<file path="src/rtl/display_driver_row_scan.sv">
// -----------------------------------------------------------------------------
// display_driver_row_scan
//
// Row-scan sequencer for a multiplexed LED panel driven with binary-coded
// modulation (BCM).  For every (row, plane) pair it asks an external row loader
// to shift the plane data into the panel.  It then blanks the panel, pulses the
// latch, and lights the LEDs for base_time << plane cycles.  Planes advance
// fastest, then rows.  A frame ends after the last plane of the last row.
//
// Parameters
//   rows       number of multiplexed panel rows (power of two, >= 2)
//   bit_depth  number of BCM bit planes per row (>= 1)
//   base_time  display-on cycles for bit plane 0 (>= 1)
//
// Ports
//   clk         rising-edge clock
//   rst         asynchronous reset, active low
//   enable      run request; low parks the sequencer in IDLE between planes
//   load        level request to the row loader (held until complete)
//   complete    single-cycle done strobe from the row loader
//   load_row    row address handed to the loader
//   load_plane  bit plane handed to the loader
//   row         panel row address currently latched / displayed
//   oe          panel output enable, high = LEDs lit
//   lat         panel latch strobe, one cycle
//   frame_done  one-cycle pulse after the last plane of the last row
// -----------------------------------------------------------------------------
module display_driver_row_scan #(
   parameter  int rows      = 16,
   parameter  int bit_depth = 4,
   parameter  int base_time = 8,
   localparam int RW        = $clog2(rows),
   localparam int PW        = (bit_depth > 1) ? $clog2(bit_depth) : 1
) (
   input  logic          clk,
   input  logic          rst,
   input  logic          enable,
   output logic          load,
   input  logic          complete,
   output logic [RW-1:0] load_row,
   output logic [PW-1:0] load_plane,
   output logic [RW-1:0] row,
   output logic          oe,
   output logic          lat,
   output logic          frame_done
);

   // The longest plane (bit_depth-1) sets the display counter width.  The
   // counter is loaded with duration-1 and counts down to zero, so it only
   // has to hold MAX_TIME-1.  One spare code is kept for margin.
   localparam int            MAX_TIME   = base_time << (bit_depth - 1);
   localparam int            CW         = $clog2(MAX_TIME + 1);
   localparam logic [RW-1:0] LAST_ROW   = RW'(rows - 1);
   localparam logic [PW-1:0] LAST_PLANE = PW'(bit_depth - 1);

   typedef enum logic [2:0] {
      S_IDLE,
      S_LOAD,
      S_BLANK,
      S_LATCH,
      S_DISPLAY
   } state_t;

   state_t        state;
   logic [CW-1:0] disp_cnt;

   logic          plane_wrap;
   logic          row_wrap;
   logic [PW-1:0] next_plane;
   logic [RW-1:0] next_row;

   // Terminal count for a plane: the plane is lit for base_time << p cycles.
   // The counter runs from that value minus one down to zero.
   function automatic logic [CW-1:0] plane_last(input logic [PW-1:0] p);
      return CW'((base_time << p) - 1);
   endfunction

   // Scan position that follows the current one.  The wrap checks are written
   // out explicitly so that a bit_depth that is not a power of two still
   // wraps at bit_depth-1.
   assign plane_wrap = (load_plane == LAST_PLANE);
   assign row_wrap   = (load_row == LAST_ROW);
   assign next_plane = plane_wrap ? '0 : load_plane + 1'b1;
   assign next_row   = plane_wrap ? (row_wrap ? '0 : load_row + 1'b1) : load_row;

   always_ff @(posedge clk or negedge rst) begin
      if (!rst) begin
         state      <= S_IDLE;
         load       <= 1'b0;
         oe         <= 1'b0;
         lat        <= 1'b0;
         frame_done <= 1'b0;
         row        <= '0;
         load_row   <= '0;
         load_plane <= '0;
         disp_cnt   <= '0;
      end else begin
         frame_done <= 1'b0;

         case (state)
            S_IDLE: begin
               oe   <= 1'b0;
               lat  <= 1'b0;
               load <= 1'b0;
               if (enable) begin
                  load  <= 1'b1;
                  state <= S_LOAD;
               end
            end

            // Hold the load request until the loader reports the shift is
            // done.  enable is deliberately ignored here so that a plane
            // which has started always completes.
            S_LOAD: begin
               if (complete) begin
                  load  <= 1'b0;
                  row   <= load_row;
                  state <= S_BLANK;
               end
            end

            // One dark cycle with the new row address settled before the
            // latch strobe.
            S_BLANK: begin
               lat   <= 1'b1;
               state <= S_LATCH;
            end

            // oe is raised together with lat's fall.  As a result, oe and lat
            // never overlap, and oe is low through both BLANK and LATCH.
            S_LATCH: begin
               lat      <= 1'b0;
               oe       <= 1'b1;
               disp_cnt <= plane_last(load_plane);
               state    <= S_DISPLAY;
            end

            S_DISPLAY: begin
               if (disp_cnt == '0) begin
                  oe         <= 1'b0;
                  load_plane <= next_plane;
                  load_row   <= next_row;
                  if (plane_wrap && row_wrap) begin
                     frame_done <= 1'b1;
                  end
                  // Plane boundary: the only point besides IDLE where a run
                  // request is honoured.  Scan position is kept when parking.
                  if (enable) begin
                     load  <= 1'b1;
                     state <= S_LOAD;
                  end else begin
                     state <= S_IDLE;
                  end
               end else begin
                  disp_cnt <= disp_cnt - 1'b1;
               end
            end

            default: begin
               load  <= 1'b0;
               oe    <= 1'b0;
               lat   <= 1'b0;
               state <= S_IDLE;
            end
         endcase
      end
   end

endmodule

</file>
<file path="config.mk">
export PLATFORM = sky130hd
export DESIGN_NAME = display_driver_row_scan
export DESIGN_NICKNAME = d
export VERILOG_FILES = /design/src/rtl/display_driver_row_scan.sv
export SDC_FILE = /design/constraint.sdc
export NUM_CORES = 1
export LEC_CHECK = 0
export BUFFER_PORTS_ARGS = -buffer_cell sky130_fd_sc_hd__buf_4
export CORE_MARGIN = 5
export CORE_UTILIZATION = 55
export DETAILED_ROUTE_END_ITERATION = 16
export PLACE_DENSITY = 0.77
export SKIP_LAST_GASP = 1
export SLEW_MARGIN = 10
export SYNTH_ARGS = -nofsm -noshare
export SYNTH_HDL_FRONTEND = slang
export SYNTH_SLANG_ARGS = --single-unit
</file>
<file path="constraint.sdc">
create_clock -name clk -period 2 [get_ports clk]
set_input_delay 0 -clock clk [delete_from_list [all_inputs] [get_ports clk]]
set_output_delay 0 -clock clk [all_outputs]
set_load 0.01 [all_outputs]
</file>
### Yosys cells after proc, flatten, opt, wreduce, memory -nomap -nowiden

Cells that the tools add are included.

* multiplexer cells: 20
* bitwise operators: 2
* add/subtract/negate cells: 4
* equal/unequal tests: 11
* reductions and logical operators: 14
* shifts and indexed selects: 1

Operator list (count)
* $pmux 3 s5: 1
* $pmux 7 s2: 1
* $ne 2x2->1 const B: 5
* $mux 1: 9
* $mux 3: 3
* $reduce_and 2->1: 4
* $logic_not 7->1: 1
* $mux 7: 1
* $shl 4x2->7 const A: 1
* $sub 7x1->7 const B: 1
* $sub 7x2->7 const B: 1
* $eq 3x2->1 const B: 2
* $reduce_and 3->1: 2
* $reduce_or 2->1: 3
* $add 4x1->4 const B: 1
* $eq 4x4->1 const B: 1
* $mux 4: 1
* $pmux 1 s4: 1
* $reduce_and 4->1: 1
* $eq 3x1->1 const B: 1
* $eq 3x3->1 const B: 1
* $logic_not 3->1: 1
* $pmux 1 s3: 1
* $add 2x1->2 const B: 1
* other kinds (6): 7

* flip-flop bits (word level): 24
* bits of input ports: 4
* word-level logic and storage cells: 61

### Logic depth before layout (Yosys ltp)

Gate-level depths: netlist of the first run.

* depth after elaboration: 5
* depth in mapped cells: 7

### Least setup slack after synthesis of the first run

Ideal clock, no wire load.

* kind: reg-to-reg
* start point: register disp_cnt[0]
* end point: register load_row[0]
* stages on the path, launching flop included: 8
* arrival time: 1548 ps
* path slack: 328 ps
* data required time: 1875 ps
* clock period less this slack: 1672 ps
* library setup time: 125 ps
* cell sequence: dfrtp_1 -> inv_1 -> ha_1 -> nor3b_2 -> and2_1 -> clkbuf_2 -> nand3_1 -> mux2_2

* cells in the longest elaborated chain, start to end: 2

RTL lines
* start, declared: line 65 `logic [CW-1:0] disp_cnt;`
* start signal, assigned: line 134 `disp_cnt <= plane_last(load_plane);`
* start signal, assigned: line 155 `disp_cnt <= disp_cnt - 1'b1;`
* $logic_not 7->1: line 139 `if (disp_cnt == '0) begin`
* $reduce_and 3->1 (no line)
* end signal, assigned: line 142 `load_row <= next_row;`
* end, declared: line 40 `output logic [RW-1:0] load_row,`

Every way passes these cells.
A chain may end at the register's enable or synchronous reset.

### Final worst setup path of the first run

* start point: register disp_cnt[0]
* end point: register load_row[3]

Same word-level chain as after synthesis.

==> results_dict.tcl, run 1 <==
set metrics [dict create \
    p_leak_nw 0.723 \
    fin_skew_ps 7.62 \
    antenna_found_initial 0 \
    port_buffers 17 \
    start_util_pct 58.0 \
    end_kind "flop" \
    clock_sinks 24 \
    drive_gt1_share_pct 25.5 \
    grt_first_pass_wirelength_mm 4.85 \
    r2r_end "load_row[3]" \
    gp_congestion 0.866 \
    grt_start_max_net_pins 25 \
    vias 1016 \
    ys.flop_type "dfrtp_1" \
    finalWirelength_mm 2.72 \
    cap_violations 0 \
    reg2reg_from "disp_cnt[0]" \
    htreeDepth 1 \
    drt_first_pass_iters 4 \
    worst-path-stages 6 \
    crit_chain "inv_1 > ha_1 > nor3b_4 > nand3_2 > or4_1 > nand3_1" \
    drc 0 \
    cpMaxStageDelayCell "or4_1" \
    met1_length_mm 1.13 \
    syn_area_um2 1280 \
    core_area_um2 2210 \
    crit_start "disp_cnt[0]" \
    syn_nets 134 \
    num_antenna_cells 0 \
    cts_tree "built" \
    synth.area.top_cells "dfrtp_1 47%, ha_1 6.8%, mux2_2 6.1%" \
    yosys-top-cells-count "24 x dfrtp_1, 11 x nand2_1, 9 x nor2_1" \
    synth_top_area_share_pct 46.8 \
    postRouteAntennaNets 0 \
    finalNetCount 157 \
    clk_latency_ps 320 \
    cts_buffers 3 \
    grt_overflow_total 0 \
    grt_use_total_pct 18.8 \
    cp.required_ps 2270 \
    status "finished, final reports clean" \
    synth_top_cell_by_area "dfrtp_1" \
    yosysMostFrequentCell "dfrtp_1" \
    synth_edf_count 0 \
    postCtsSetupBuffers 0 \
    yosysSeqAreaShare_pct 46.8 \
    fin_hold_ws_ps 91.5 \
    fin_crit_sh_pct 92.5 \
    reg2regPathDepth 6 \
    post_drt_via_cell_ratio 5.87 \
    rows 17 \
    crit_type "flop to flop" \
    route.met2.wl_mm 1.39 \
    clock.fmax_mhz 541 \
    io_pins 18 \
    dp_hpwl_mm 2.01 \
    r2r_slack_ps 150 \
    synth.distinct_cells 38 \
    relSlewSlack_pct 71.7 \
    clk_pin_slew_ps 130 \
    arrival_ps 2120 \
    setup_tns_ps 0 \
    wl_per_cell_um 15.7 \
    hold_violations 0 \
    drt_iter0_markers 35 \
    final_max_slew_viol_count 0 \
    synthArstFlopShare_pct 100 \
    worst_slew_pin_slew_ps 423 \
    ys_ff_latch 24 \
    top_layer_used "met4" \
    max_stage_delay_ps 520 \
    die_area_um2 3400 \
    avgSynthCellArea_um2 10.4 \
    clockBufferDepth 2 \
    rsz0062_at_grt "no" \
    worstSetupEndpoint "load_row[3]" \
    worst-path-buf-inv 1 \
    period_needed_ps 1850 \
    ys_warn_count 0 \
    worstPathMaxFanout 5 \
    dieHeight_um 58.3 \
    vdd_ir_drop_max_uv 618 \
    hold_class "primary input to asynchronous set/reset pin" \
    grt_pass1_vias 1049 \
    utilization_pct 68.2 \
    die_w_um 58.3 \
    setup_viol 0 \
    start_kind "flop" \
    area_growth_pct 17.6 \
    powerDensity_nw_per_um2 1010 \
    wl_met3_um 125 \
    cts_root_buf "clkbuf_4" \
    netlist_instances 123 \
    crit_family "simple AND/OR/NAND/NOR gates" \
]
==> where the power goes <==
group          switching [W]  internal [W]
Clock               0.000148      0.000111
Sequential          0.000155      0.000589
Combinational       0.000278      0.000245
==> kinds of logic (layout without fill, tap and decap cells) <==
family / Yosys count / in the layout / synth area share, %
and+or+nand+nor: 45 / 45 / 20.0
DFF: 24 / 24 / 46.8
xor gates and xnor gates: 3 / 3 / 2.05
adders and majority gates: 7 / 7 / 6.83
AOI/OAI and AO/OA: 26 / 26 / 13.8
muxes: 7 / 7 / 6.15
buffers and inverters: 11 / 33 / 4.39
==> layout make-up <==
cell class / count / area (um2)
clock buffers: 4 / 36.3
fillers: 184 / 704
inverters: 6 / 22.5
multi-input cells: 88 / 633
flip-flops and latches: 24 / 601
well taps: 28 / 35.0
repair buffers: 23 / 180
==> through the flow <==
step | setup WS, ps | cell area, um2 | power (W) | instances
after global routing | 20.9 | 1510 | 0.00165 | 173
after CTS | 102 | 1500 | 0.00154 | 173
final | 150 | 1510 | 0.00153 | 173
after detailed placement | 129 | 1430 | 0.00127 | 166
after global placement | 239 | 1430 | 0.00122 | 166
after floorplan | 328 | 1280 | 0.00109 | 123
==> state kept, by name, summed over array words and instances (netlist names) <==
signal,cells
disp_cnt,7
frame_done,1
lat,1
load,1
load_plane,2
load_row,4
oe,1
row,4
state,3
==> layout by cell type (no fill, tap or decap), types with 3 or more instances in the layout <==
master | Yosys | final
inv_1 | 6 | 6
nand3_1 | 5 | 5
dfrtp_1 | 24 | 24
nand2_1 | 11 | 11
nor3_1 | 5 | 5
ha_1 | 7 | 7
a21oi_1 | 7 | 7
o21ai_0 | 3 | 3
buf_4 | 1 | 20
mux2_2 | 7 | 7
nor2_1 | 9 | 9
clkbuf_4 | 0 | 3
a31oi_1 | 3 | 3
dlygate4sd3_1 | 0 | 3
==> routing by layer <==
metal / up-vias / track usage, %
met5: - / 0
met4: 0 / 8.94
met2: 28 / 29.7
li1: 481 / -
met1: 498 / 24.5
met3: 9 / 4.39
==> worst min-delay path by stage <==
stage	start	to	slack [ps]
final	rst	oe	90
after global routing	rst	lat	100
after CTS	rst	lat	90
after detailed placement	rst	lat	-90
after global placement	rst	lat	-90
after floorplan	rst	disp_cnt[0]	-300
==> timing repair <==
action | 4_1_cts | 5_1_grt
resized for setup | 0 | 2
hold buffers | 3 | 0
setup endpoints to repair | 0 | 3
hold endpoints to repair | 27 | 0
Note: power is estimated with default switching activity, not from simulation.
==> inputs of run 2 (changes only) <==
SETUP_SLACK_MARGIN = 0.5   (was default)
==> run 2 against run 1 <==
Wire length up 19%. Fmax up 15%. Critical path depth unchanged. Worst setup slack better by 250 ps. Via count up 9.8%. Largest power group is now combinational cells.
==> results_dict.tcl, run 2 (synthesized netlist as in run 1, its figures left out) <==
set metrics [dict create \
    vias 1116 \
    crit_type "flop to flop" \
    finalPower_w 0.00194 \
    powerDensity_nw_per_um2 1070 \
    cap_violations 0 \
    fin_area_um2 1820 \
    end_kind "flop" \
    power_frac_comb_pct 44.2 \
    finalWirelength_mm 3.23 \
    setup_viol 0 \
    top_regs "disp_cnt (7), load_row (4), row (4)" \
    postRouteAntennaNets 0 \
    grt_first_pass_wirelength_mm 4.89 \
    antenna_found_initial 0 \
    post_drt_via_cell_ratio 5.78 \
    worstPathMaxFanout 5 \
    num_antenna_cells 0 \
    final_max_slew_viol_count 0 \
    status "finished, final reports clean" \
    io_pins 18 \
    grt_pass1_vias 1061 \
    p_switching_w 0.000695 \
    hold_class "primary input to asynchronous set/reset pin" \
    area_growth_pct 41.7 \
    period_needed_ps 1600 \
    reg2regPathDepth 6 \
    placed_area_um2 1460 \
    seqPwrFrac_pct 37.6 \
    die_area_um2 3400 \
    p_leak_nw 0.845 \
    core_area_um2 2210 \
    gp_congestion 0.764 \
    grt_overflow_total 0 \
    start_util_pct 58.0 \
    rsz0062_at_grt "yes" \
    grt_use_total_pct 18.8 \
    drc 0 \
    clk_pin_slew_ps 140 \
    cts_tree "built" \
    crit_chain "inv_2 > ha_4 > nor3b_4 > and2_4 > nand3_4 > mux2_4" \
    vdd_ir_drop_max_uv 1080 \
    cp.required_ps 2220 \
    swShare_pct 35.9 \
    largest_register_ffs 7 \
    layout_common_cells "34 x buf_4, 21 x dfrtp_1, 10 x nand2_1" \
    largest_register "disp_cnt" \
    dieHeight_um 58.3 \
    rows 17 \
    start_kind "flop" \
    hold_violations 0 \
    arrival_ps 1830 \
    worst_slew_pin_slew_ps 399 \
    drt_iter0_markers 26 \
    max_stage_delay_ps 430 \
    fin_skew_ps 7.95 \
    clock_sinks 24 \
    clock.fmax_mhz 624 \
    clockBufferDepth 2 \
    drive_gt1_share_pct 47.3 \
    dp_hpwl_mm 1.89 \
    cts_root_buf "clkbuf_4" \
    htreeDepth 1 \
    setup_tns_ps 0 \
    clkPwrFrac_pct 18.2 \
    cpMaxStageDelayCell "dfrtp_1" \
    fin_crit_sh_pct 80.1 \
    wl_per_cell_um 16.7 \
    cts_buffers 3 \
    grt_start_max_net_pins 25 \
    die_w_um 58.3 \
    port_buffers 17 \
    r2r_slack_ps 400 \
    mostFrequentLayoutCell "buf_4" \
    relSlewSlack_pct 73.4 \
    fin_hold_ws_ps 101 \
    clk_latency_ps 320 \
    p_int_w 0.00124 \
    drt_first_pass_iters 5 \
    finalNetCount 177 \
]
run 2: stage by stage:
step / setup slack (ps) / std cells / util (%)
2_1_floorplan: 403 / 123 / -
3_3_place_gp: 339 / 165 / 65.8
3_5_place_dp: 274 / 165 / 65.8
4_1_cts: 390 / 185 / 74.7
5_1_grt: 325 / 193 / 82.1
6_report: 398 / 193 / 82.1
run 2: worst paths after layout:
kind                                  start             to
worst min register to register         load           load
worst max-delay path            disp_cnt[0]    load_row[1]
max in group asynchronous               rst  load_plane[0]
worst max register to register  disp_cnt[0]    load_row[1]
min in group clk                   complete       state[0]
worst min-delay path                    rst    load_row[0]
run 2: per-layer routing:
layer,up-vias,track usage (%),part of all wire [%]
met1,558,24.3,41
met3,8,3.07,3.5
li1,522,-,-
met2,28,31.3,53
met5,-,0,0
met4,0,7.62,1.8
run 2: power by group through the flow:
stage | Combinational, W | Sequential, W | Clock [W]
after floorplan | 0.000419 | 0.000697 | 0
after global placement | 0.000485 | 0.000744 | 0
after detailed placement | 0.000512 | 0.000754 | 0
after CTS | 0.000672 | 0.000721 | 0.000359
after global routing | 0.000918 | 0.000747 | 0.000383
final | 0.000857 | 0.000729 | 0.000352
run 2: area by class of cell:
class	instances	area [um2]
multi-input combinational	88	749
clock buffer	3	22.5
sequential	24	604
tap	28	35.0
timing repair buffer	43	353
fill	131	395
clock inverter	1	30.0
inverter	6	22.5
run 2: critical path: cells and delay by family (launching register included):
| kind | cells | cell delay, ps |
|---|---|---|
| and+or+nand+nor | 3 | 550 |
| DFF | 1 | 430 |
| muxes | 1 | 310 |
| adders and majority gates | 1 | 130 |
| buffers and inverters | 1 | 90 |
run 2: what timing repair did:
| item | 4_1_cts | 5_1_grt |
|---|---|---|
| cloned | 0 | 0 |
| buffers inserted | 13 | 8 |
| pin swaps | 4 | 9 |
| endpoints found under the setup margin | 16 | 14 |
| hold buffers | 3 | 0 |
| gates resized for setup | 7 | 21 |
| hold endpoints to repair | 27 | 0 |
